<file path="src/rtl/hsid_x_reg_cmd_master.sv">
// Register-bus command master feeding hsid_x_ctrl_reg: queues host commands,
// issues one register transaction per command and returns one response each.

package hsid_x_ctrl_reg_pkg;

  parameter int BlockAw = 5;

  typedef enum logic [2:0] {
    HSID_X_CTRL_CONTROL       = 3'd0,
    HSID_X_CTRL_LIBRARY_SIZE  = 3'd1,
    HSID_X_CTRL_MSE_MIN_VALUE = 3'd2,
    HSID_X_CTRL_STATUS        = 3'd3,
    HSID_X_CTRL_THRESHOLD     = 3'd4
  } hsid_x_ctrl_id_e;

  parameter logic [BlockAw-1:0] HSID_X_CTRL_CONTROL_OFFSET       = 5'h00;
  parameter logic [BlockAw-1:0] HSID_X_CTRL_LIBRARY_SIZE_OFFSET  = 5'h04;
  parameter logic [BlockAw-1:0] HSID_X_CTRL_MSE_MIN_VALUE_OFFSET = 5'h08;
  parameter logic [BlockAw-1:0] HSID_X_CTRL_STATUS_OFFSET        = 5'h0c;
  parameter logic [BlockAw-1:0] HSID_X_CTRL_THRESHOLD_OFFSET     = 5'h10;

  // Byte-enable mask of the writable bytes of each register, indexed by id.
  parameter logic [3:0] HSID_X_CTRL_PERMIT [5] = '{
    4'b0001,
    4'b0011,
    4'b1111,
    4'b0001,
    4'b1111
  };

  typedef struct packed {
    logic        valid;
    logic        write;
    logic [31:0] addr;
    logic [31:0] wdata;
    logic [3:0]  wstrb;
  } reg_req_t;

  typedef struct packed {
    logic [31:0] rdata;
    logic        error;
    logic        ready;
  } reg_rsp_t;

endpackage

module hsid_x_reg_cmd_master
  import hsid_x_ctrl_reg_pkg::*;
#(
  parameter int FIFO_DEPTH     = 4,
  parameter int TIMEOUT_CYCLES = 16
) (
  input  logic            clk_i,
  input  logic            rst_ni,
  input  logic            cmd_valid_i,
  output logic            cmd_ready_o,
  input  hsid_x_ctrl_id_e cmd_ctrl_id_i,
  input  logic            cmd_write_i,
  input  logic [31:0]     cmd_wdata_i,
  output reg_req_t        reg_req_o,
  input  reg_rsp_t        reg_rsp_i,
  output logic            rsp_valid_o,
  input  logic            rsp_ready_i,
  output hsid_x_ctrl_id_e rsp_ctrl_id_o,
  output logic [31:0]     rsp_rdata_o,
  output logic            rsp_error_o,
  output logic            busy_o
);

  localparam int PtrW   = $clog2(FIFO_DEPTH);
  localparam int IdW    = $bits(hsid_x_ctrl_id_e);
  localparam int EntryW = IdW + 1 + 32;
  localparam int CntW   = $clog2(TIMEOUT_CYCLES + 1);
  localparam logic [CntW-1:0] CntLimit = CntW'(TIMEOUT_CYCLES - 1);

  typedef enum logic [1:0] {
    IDLE,
    REQ,
    RESP
  } state_e;

  function automatic logic [31:0] id_addr(input hsid_x_ctrl_id_e id);
    case (id)
      HSID_X_CTRL_CONTROL:       id_addr = 32'(HSID_X_CTRL_CONTROL_OFFSET);
      HSID_X_CTRL_LIBRARY_SIZE:  id_addr = 32'(HSID_X_CTRL_LIBRARY_SIZE_OFFSET);
      HSID_X_CTRL_MSE_MIN_VALUE: id_addr = 32'(HSID_X_CTRL_MSE_MIN_VALUE_OFFSET);
      HSID_X_CTRL_STATUS:        id_addr = 32'(HSID_X_CTRL_STATUS_OFFSET);
      HSID_X_CTRL_THRESHOLD:     id_addr = 32'(HSID_X_CTRL_THRESHOLD_OFFSET);
      default:                   id_addr = 32'h0;
    endcase
  endfunction

  function automatic logic [3:0] id_permit(input hsid_x_ctrl_id_e id);
    case (id)
      HSID_X_CTRL_CONTROL:       id_permit = HSID_X_CTRL_PERMIT[0];
      HSID_X_CTRL_LIBRARY_SIZE:  id_permit = HSID_X_CTRL_PERMIT[1];
      HSID_X_CTRL_MSE_MIN_VALUE: id_permit = HSID_X_CTRL_PERMIT[2];
      HSID_X_CTRL_STATUS:        id_permit = HSID_X_CTRL_PERMIT[3];
      HSID_X_CTRL_THRESHOLD:     id_permit = HSID_X_CTRL_PERMIT[4];
      default:                   id_permit = 4'b0000;
    endcase
  endfunction

  logic [EntryW-1:0] fifo_mem [FIFO_DEPTH];
  logic [PtrW:0]     wr_ptr_q;
  logic [PtrW:0]     rd_ptr_q;
  logic              fifo_full;
  logic              fifo_empty;
  logic              push;
  logic              pop;
  logic [EntryW-1:0] head;
  hsid_x_ctrl_id_e   head_id;
  logic              head_write;
  logic [31:0]       head_wdata;

  state_e            state_q, state_d;
  logic [CntW-1:0]   cnt_q, cnt_d;
  reg_req_t          req_q, req_d;
  hsid_x_ctrl_id_e   cur_id_q, cur_id_d;
  logic              rsp_valid_q, rsp_valid_d;
  hsid_x_ctrl_id_e   rsp_id_q, rsp_id_d;
  logic [31:0]       rsp_rdata_q, rsp_rdata_d;
  logic              rsp_error_q, rsp_error_d;

  // Full when the pointers differ only in the wrap bit; a same-cycle pop
  // does not make room for a push.
  assign fifo_full  = (wr_ptr_q[PtrW] != rd_ptr_q[PtrW]) &&
                      (wr_ptr_q[PtrW-1:0] == rd_ptr_q[PtrW-1:0]);
  assign fifo_empty = (wr_ptr_q == rd_ptr_q);
  assign push       = cmd_valid_i && !fifo_full;

  assign head       = fifo_mem[rd_ptr_q[PtrW-1:0]];
  assign head_id    = hsid_x_ctrl_id_e'(head[EntryW-1 -: IdW]);
  assign head_write = head[32];
  assign head_wdata = head[31:0];

  always_ff @(posedge clk_i) begin
    if (!rst_ni) begin
      wr_ptr_q <= '0;
      rd_ptr_q <= '0;
    end else begin
      if (push) wr_ptr_q <= wr_ptr_q + 1'b1;
      if (pop)  rd_ptr_q <= rd_ptr_q + 1'b1;
    end
  end

  always_ff @(posedge clk_i) begin
    if (push) fifo_mem[wr_ptr_q[PtrW-1:0]] <= {cmd_ctrl_id_i, cmd_write_i, cmd_wdata_i};
  end

  always_ff @(posedge clk_i) begin
    if (!rst_ni) begin
      state_q     <= IDLE;
      cnt_q       <= '0;
      req_q       <= '0;
      cur_id_q    <= hsid_x_ctrl_id_e'('0);
      rsp_valid_q <= 1'b0;
      rsp_id_q    <= hsid_x_ctrl_id_e'('0);
      rsp_rdata_q <= '0;
      rsp_error_q <= 1'b0;
    end else begin
      state_q     <= state_d;
      cnt_q       <= cnt_d;
      req_q       <= req_d;
      cur_id_q    <= cur_id_d;
      rsp_valid_q <= rsp_valid_d;
      rsp_id_q    <= rsp_id_d;
      rsp_rdata_q <= rsp_rdata_d;
      rsp_error_q <= rsp_error_d;
    end
  end

  always_comb begin
    state_d     = state_q;
    cnt_d       = cnt_q;
    req_d       = req_q;
    cur_id_d    = cur_id_q;
    rsp_valid_d = rsp_valid_q;
    rsp_id_d    = rsp_id_q;
    rsp_rdata_d = rsp_rdata_q;
    rsp_error_d = rsp_error_q;
    pop         = 1'b0;

    case (state_q)
      IDLE: begin
        if (!fifo_empty) begin
          pop         = 1'b1;
          req_d.valid = 1'b1;
          req_d.write = head_write;
          req_d.addr  = id_addr(head_id);
          req_d.wdata = head_write ? head_wdata : 32'h0;
          req_d.wstrb = head_write ? id_permit(head_id) : 4'b0000;
          cur_id_d    = head_id;
          cnt_d       = '0;
          state_d     = REQ;
        end
      end

      // Slave ready is checked before the limit so a late ready still wins.
      REQ: begin
        if (reg_rsp_i.ready) begin
          req_d.valid = 1'b0;
          rsp_valid_d = 1'b1;
          rsp_id_d    = cur_id_q;
          rsp_rdata_d = req_q.write ? 32'h0 : reg_rsp_i.rdata;
          rsp_error_d = reg_rsp_i.error;
          state_d     = RESP;
        end else if (cnt_q == CntLimit) begin
          req_d.valid = 1'b0;
          rsp_valid_d = 1'b1;
          rsp_id_d    = cur_id_q;
          rsp_rdata_d = 32'h0;
          rsp_error_d = 1'b1;
          state_d     = RESP;
        end else begin
          cnt_d = cnt_q + 1'b1;
        end
      end

      RESP: begin
        if (rsp_ready_i) begin
          rsp_valid_d = 1'b0;
          state_d     = IDLE;
        end
      end

      default: state_d = IDLE;
    endcase
  end

  assign cmd_ready_o   = !fifo_full;
  assign reg_req_o     = req_q;
  assign rsp_valid_o   = rsp_valid_q;
  assign rsp_ctrl_id_o = rsp_id_q;
  assign rsp_rdata_o   = rsp_rdata_q;
  assign rsp_error_o   = rsp_error_q;
  assign busy_o        = !fifo_empty || (state_q != IDLE);

endmodule

</file>
<file path="config.mk">
export PLATFORM = sky130hd
export DESIGN_NAME = hsid_x_reg_cmd_master
export DESIGN_NICKNAME = d
export VERILOG_FILES = /design/src/rtl/hsid_x_reg_cmd_master.sv
export SDC_FILE = /design/constraint.sdc
export NUM_CORES = 1
export LEC_CHECK = 0
export BUFFER_PORTS_ARGS = -buffer_cell sky130_fd_sc_hd__buf_2
export CAP_MARGIN = 40
export CORE_ASPECT_RATIO = 0.9
export CORE_MARGIN = 10
export CORE_UTILIZATION = 49
export DETAILED_ROUTE_END_ITERATION = 10
export PLACE_DENSITY = 0.82
export SYNTH_ARGS = -nofsm -noshare
export SYNTH_HDL_FRONTEND = slang
export SYNTH_SLANG_ARGS = --single-unit
</file>
<file path="constraint.sdc">
create_clock -name clk_i -period 2.5 [get_ports clk_i]
set_input_delay 0.125 -clock clk_i [delete_from_list [all_inputs] [get_ports clk_i]]
set_output_delay 0.125 -clock clk_i [all_outputs]
set_load 0.02 [all_outputs]
</file>
After elaboration in Yosys (flattened, before gate mapping)

Memories as Yosys holds them, arrays and structs flattened. A register that Yosys moved wholly into a read port is not among the register bits.
Index checks and enable logic that the tools add are counted.

Logic and storage cells: 86
Bits in writable memories: 144
Output and inout port bits: 109
Memories kept: 1
Flip-flop bits (word level): 123

Memory list:

| name     | words | width | rd ports | clocked after Yosys merged registers in | wr ports | RTL line | text |
|---|---|---|---|---|---|---|---|
| fifo_mem | 4     | 36    | 1        | 1                                       | 1        | 104      | `logic [EntryW-1:0] fifo_mem [FIFO_DEPTH];` |

Eq/ne operators: 15
Reduce and logical (&&, ||, !) cells: 19
Mux-type cells: 33
Add/sub/neg operators: 3
Bitwise logic cells: 1

Operator list:

| cell                  | number |
|---|---|
| $mux W32              | 4 |
| $mux W70              | 1 |
| $pmux W5 S4           | 1 |
| $mux W5               | 3 |
| $mux W2               | 6 |
| $pmux W4 S3           | 1 |
| $mux W1               | 10 |
| $pmux W5 S2           | 1 |
| $reduce_and A3 Y1     | 3 |
| $ne A2 B2 Y1 const B  | 4 |
| $reduce_bool A2 Y1    | 4 |
| $add A3 B1 Y3 const B | 2 |
| $eq A3 B2 Y1 const B  | 2 |
| $mux W3               | 2 |
| $pmux W2 S3           | 1 |
| $add A5 B1 Y5 const B | 1 |
| $eq A5 B4 Y1 const B  | 1 |
| $mux W4               | 1 |
| $pmux W1 S2           | 2 |
| $reduce_and A2 Y1     | 2 |
| $reduce_and A4 Y1     | 1 |
| $reduce_or A2 Y1      | 2 |
| $eq A3 B1 Y1 const B  | 1 |
| $eq A3 B3 Y1          | 1 |
| other kinds (12)      | 14 |

Depth between registers and ports, before layout

Word-level depth: 6
Depth in mapped cells: 9
Mapped depth without buffers: 7

Worst setup path before layout

No wires, ideal clock.

Kind: reg2reg
Start point: register wr_ptr_q[0]
End point: memory fifo_mem[3][0] in the netlist's numbering (enable)
Path buffers: 0
Data arrival time: 2.371 ns
Slack: -0.300 ns
Data required time: 2.071 ns
Stages on the path, launching flop included: 4
Cells stage by stage: dfxtp_1 > xor2_2 > o31ai_1 > nor2_1

Longest elaborated chain between the ends: 6

Ends and longest elaborated chain:

| what                          | RTL line | text |
|---|---|---|
| from (decl)                   | 105      | `logic [PtrW:0] wr_ptr_q;` |
| from (signal assigned)        | 142      | `if (push) wr_ptr_q <= wr_ptr_q + 1'b1;` |
| $eq A2 B2 Y1                  | 128      | `(wr_ptr_q[PtrW-1:0] == rd_ptr_q[PtrW-1:0]);` |
| $logic_and A1 B1 Y1           | 127      | `assign fifo_full = (wr_ptr_q[PtrW] != rd_ptr_q[PtrW]) &&` |
| $logic_not A1 Y1              | 130      | `assign push = cmd_valid_i && !fifo_full;` |
| $logic_and A1 B1 Y1           | 130      |  |
| $mux W1                       | 148      | `if (push) fifo_mem[wr_ptr_q[PtrW-1:0]] <= {cmd_ctrl_id_i, cmd_write_i, cmd_wdata_i};` |
| $mux W1 (not written as such) | 148      |  |
| to (decl)                     | 104      |  |

Several ways; a longest one is shown, not always the timed one.

Final worst setup path

Start point: register cnt_q[0]
End point: register rsp_rdata_q[8] (netlist: rsp_rdata_o[8])

Longest elaborated chain between the ends: 3

Ends and longest elaborated chain:

| what                         | RTL line | text |
|---|---|---|
| from (decl)                  | 117      | `logic [CntW-1:0] cnt_q, cnt_d;` |
| from (signal assigned)       | 163      | `cnt_q <= cnt_d;` |
| $eq A5 B4 Y1                 | 208      | `end else if (cnt_q == CntLimit) begin` |
| $reduce_bool A2 Y1 (no line) | --       |  |
| $reduce_and A2 Y1 (no line)  | --       |  |
| to (signal assigned)         | 168      | `rsp_rdata_q <= rsp_rdata_d;` |
| to (decl)                    | 122      | `logic [31:0] rsp_rdata_q, rsp_rdata_d;` |

Every way passes these cells.
A chain may end at the register's enable or synchronous reset.

==> reports/metrics.csv <==
stage,metric,value,unit
logic_synthesis,yosysMostFrequentCell,edfxtp_1,
logic_synthesis,synth-simple-area-share,8.00,%
global_route,grt_start_max_net_pins,94,
power_and_ir_drop,ir_drop,0.000659,V
power_and_ir_drop,comb_power_share,25.3,%
clock_network,clk_pin_slew,0.06,ns
timing,hold_viol_final,0,
logic_synthesis,synthArstFlopShare,0,%
power_and_ir_drop,p_sw,3.44,mW
setup_path,critPathRequiredTime,2.87,ns
timing,slew_headroom,44.6,%
global_route,grt_pass1_vias,6059,
place,placed_cells,996,
floorplan,dieArea,24200,sq um
setup_path,r2r_slack,0.24,ns
logic_synthesis,synthTopCellsByArea,"edfxtp_1, dfxtp_1, mux4_2",
clock_network,numClockSinks,239,
clock_network,h-tree-depth,1,
drt,num_vias,5787,
logic_synthesis,ys_warn_count,0,
place,place_hpwl,12.6,mm
floorplan,die_w,163,um
global_route,antenna_found_initial,2,
place,postPlaceCellArea,10000,sq um
min_path,holdCritPathClass,primary input to flip-flop,
floorplan,start_util,50.5,%
global_route,grt_pass1_wl,32.3,mm
logic_synthesis,ys.flop_type,edfxtp_1,
timing,fin_worst_skew,0.00863,ns
drt,drtIter0Drc,272,
cells_and_area,fin_cells,1114,
cells_and_area,fin_area,11500,sq um
logic_synthesis,synth-compound-area-share,7.11,%
setup_path,cp.arrival,2.63,ns
logic_synthesis,synth_top_family_by_area,multiplexers,
drt,drtPass1Iterations,5,
power_and_ir_drop,p_int,7.91,mW
outcome,status,completed,
drt,m1WireLength,8.09,mm
global_route,grt_usage,16.4,%
drt,detail_route.wl_per_cell,18.4,um
timing,rsz0062_at_grt,no,
cells_and_area,drive_above_1_share,29.8,%
logic_synthesis,yosysTopAreaCellShare,48.0,%
logic_synthesis,synthMuxAreaShare,9.22,%
timing,max_clock_freq,443,MHz
drt,ant_nets,0,
timing,finalMaxSlewViolations,0,
timing,timing.final.crit_share,90.3,%
place,gp_congestion,0.748,
drt,wirelength,20.5,mm
setup_path,criticalPathCategory,flip-flop to flip-flop,
floorplan,io_pins,183,
flow_run,maxCapViolations,0,
logic_synthesis,synth_area_per_cell,14.3,sq um
drt,route.detailed.drc,0,
logic_synthesis,ys_types,39,
logic_synthesis,synth_xor_area_share,0.944,%
power_and_ir_drop,switching_share,30.3,%
cells_and_area,fin_nets,935,
floorplan,core_area,17800,sq um
logic_synthesis,syn-instance-count,630,
drt,dr.max_layer_used,met4,
setup_path,crit_path_start_kind,flip-flop,
cells_and_area,synthToLayoutAreaGrowth,28.0,%
timing,setup_viol,0,
logic_synthesis,seq_area_frac_synth,69.1,%
power_and_ir_drop,p_clk_share,31.6,%
clock_network,cts_buffer_depth,3,
clock_network,cts_root_buf,clkbuf_16,
clock_network,clock_latency,0.50,ns
power_and_ir_drop,p_seq_share,43.1,%
timing,period_needed,2.26,ns
floorplan,row_count,46,
clock_network,cts.repair.resized,0,
clock_network,numCtsBuffers,24,
place,port_buffers,153,
drt,wl_met2,10.5,mm
logic_synthesis,synthTopCellsByCount,"edfxtp_1, dfxtp_1, nand2_1",
power_and_ir_drop,leakagePower,4.34,nW
logic_synthesis,synthAdderAreaFrac,0.972,%
floorplan,chipHeight,149,um
setup_path,end_kind,flip-flop,
timing,worstMarginPinSlew,0.831,ns
drt,viasPerCell,5.19,
power_and_ir_drop,powerDensity,984,nW/um^2
logic_synthesis,synth_edf_count,144,
logic_synthesis,netlist_area,9010,sq um
clock_network,cts_tree,built,
global_route,grt-ovfl-total,0,
setup_path,path_max_fanout,38,
logic_synthesis,synth_top_area_cell,edfxtp_1,
timing,tns,0,ns
logic_synthesis,ys_ff_latch,239,
drt,wl_met3,1.49,mm
## power groups by stage
stage	clock, mW	combinational [mW]	sequential, mW
after floorplan	0	1.72	5.18
after global placement	0	2.76	4.96
after detailed placement	0	2.81	4.98
after CTS	3.66	2.91	4.90
after global routing	3.79	3.16	4.95
final	3.58	2.88	4.89
## routing by layer
layer  vias up  global-route usage, %
met5         -                      0
met4         0                   4.91
met3        30                   4.17
met2       182                   28.9
met1      2838                   19.3
li1       2737                      -
## kinds of logic (layout without fill, tap and decap cells)
family	Yosys count	count (layout)
buffers and inverters	76	290
muxes	38	38
other	1	31
AOI/OAI and AO/OA	103	103
and+or+nand+nor	158	158
DFF	239	239
adders and majority gates	7	7
xor gates and xnor gates	8	8
## repair_timing
item	in CTS	in global routing
setup endpoints to repair	0	0
setup buffers	0	0
endpoints found under the hold margin	181	0
hold buffers	72	0
## path summary, 6_finish.rpt
check / startpoint / end / cells past startpoint
min reg2reg: reg_req_o[0] / reg_req_o[0] / 2
max: cnt_q[0] / rsp_rdata_o[8] / 7
min: cmd_valid_i / wr_ptr_q[2] / 4
max reg2reg: cnt_q[0] / rsp_rdata_o[8] / 7
## metrics by stage
step	total power [mW]	setup slack [ns]	hold WS (ns)	util [%]
6_report	11.4	0.242	0.122	64.7
5_1_grt	11.9	0.110	0.133	64.7
4_1_cts	11.5	0.279	0.106	64.6
3_5_place_dp	7.79	0.312	0.341	56.0
3_3_place_gp	7.72	0.344	0.340	55.9
2_1_floorplan	6.90	0.230	0.224	-
## registers in the layout, summed over array words and instances, names as in the netlist, 2 cells and up, named ones only
| register | flops |
|---|---|
| fifo_mem | 144 |
| rd_ptr_q | 3 |
| reg_req_o | 40 |
| rsp_rdata_o | 32 |
| cnt_q | 5 |
| state_q | 2 |
| wr_ptr_q | 3 |
| rsp_ctrl_id_o | 3 |
| cur_id_q | 3 |
## final cells by class
| class | count | area [sq um] |
|---|---|---|
| diodes | 2 | 5.00 |
| clock buffers | 36 | 747 |
| clock inverters | 8 | 67.6 |
| fillers | 1304 | 6300 |
| inverters | 6 | 23.8 |
| multi-input cells | 343 | 2500 |
| flip-flops and latches | 239 | 6230 |
| well taps | 240 | 300 |
| repair buffers | 240 | 1670 |
## worst max-delay path: stages (launching register included)
cell and delay [ns]:
dfxtp_1 0.37, ha_1 0.17, and3_1 0.16, ha_1 0.15, nor2_1 0.07, or3b_2 0.79
a22oi_1 0.32, nor2_1 0.08
## cells in the final DEF (no fill, tap or decap), types with 3 or more instances in the layout
| cell type | count |
|---|---|
| nand2_1 | 56 |
| or3_1 | 3 |
| o21ai_0 | 9 |
| nand3b_1 | 4 |
| a21oi_1 | 53 |
| ha_1 | 7 |
| nor2_1 | 41 |
| dlygate4sd3_1 | 72 |
| buf_2 | 153 |
| clkbuf_16 | 25 |
| clkinv_2 | 4 |
| nand3_1 | 36 |
| inv_1 | 5 |
| and2_2 | 3 |
| buf_4 | 9 |
| mux4_2 | 36 |
| edfxtp_1 | 144 |
| a22oi_1 | 32 |
| dfxtp_1 | 93 |
| clkbuf_1 | 3 |
| buf_12 | 5 |
| xor2_1 | 3 |
| clkbuf_8 | 8 |
| xnor2_1 | 3 |
| conb_1 | 29 |
Note: power is estimated with default switching activity, not from simulation.
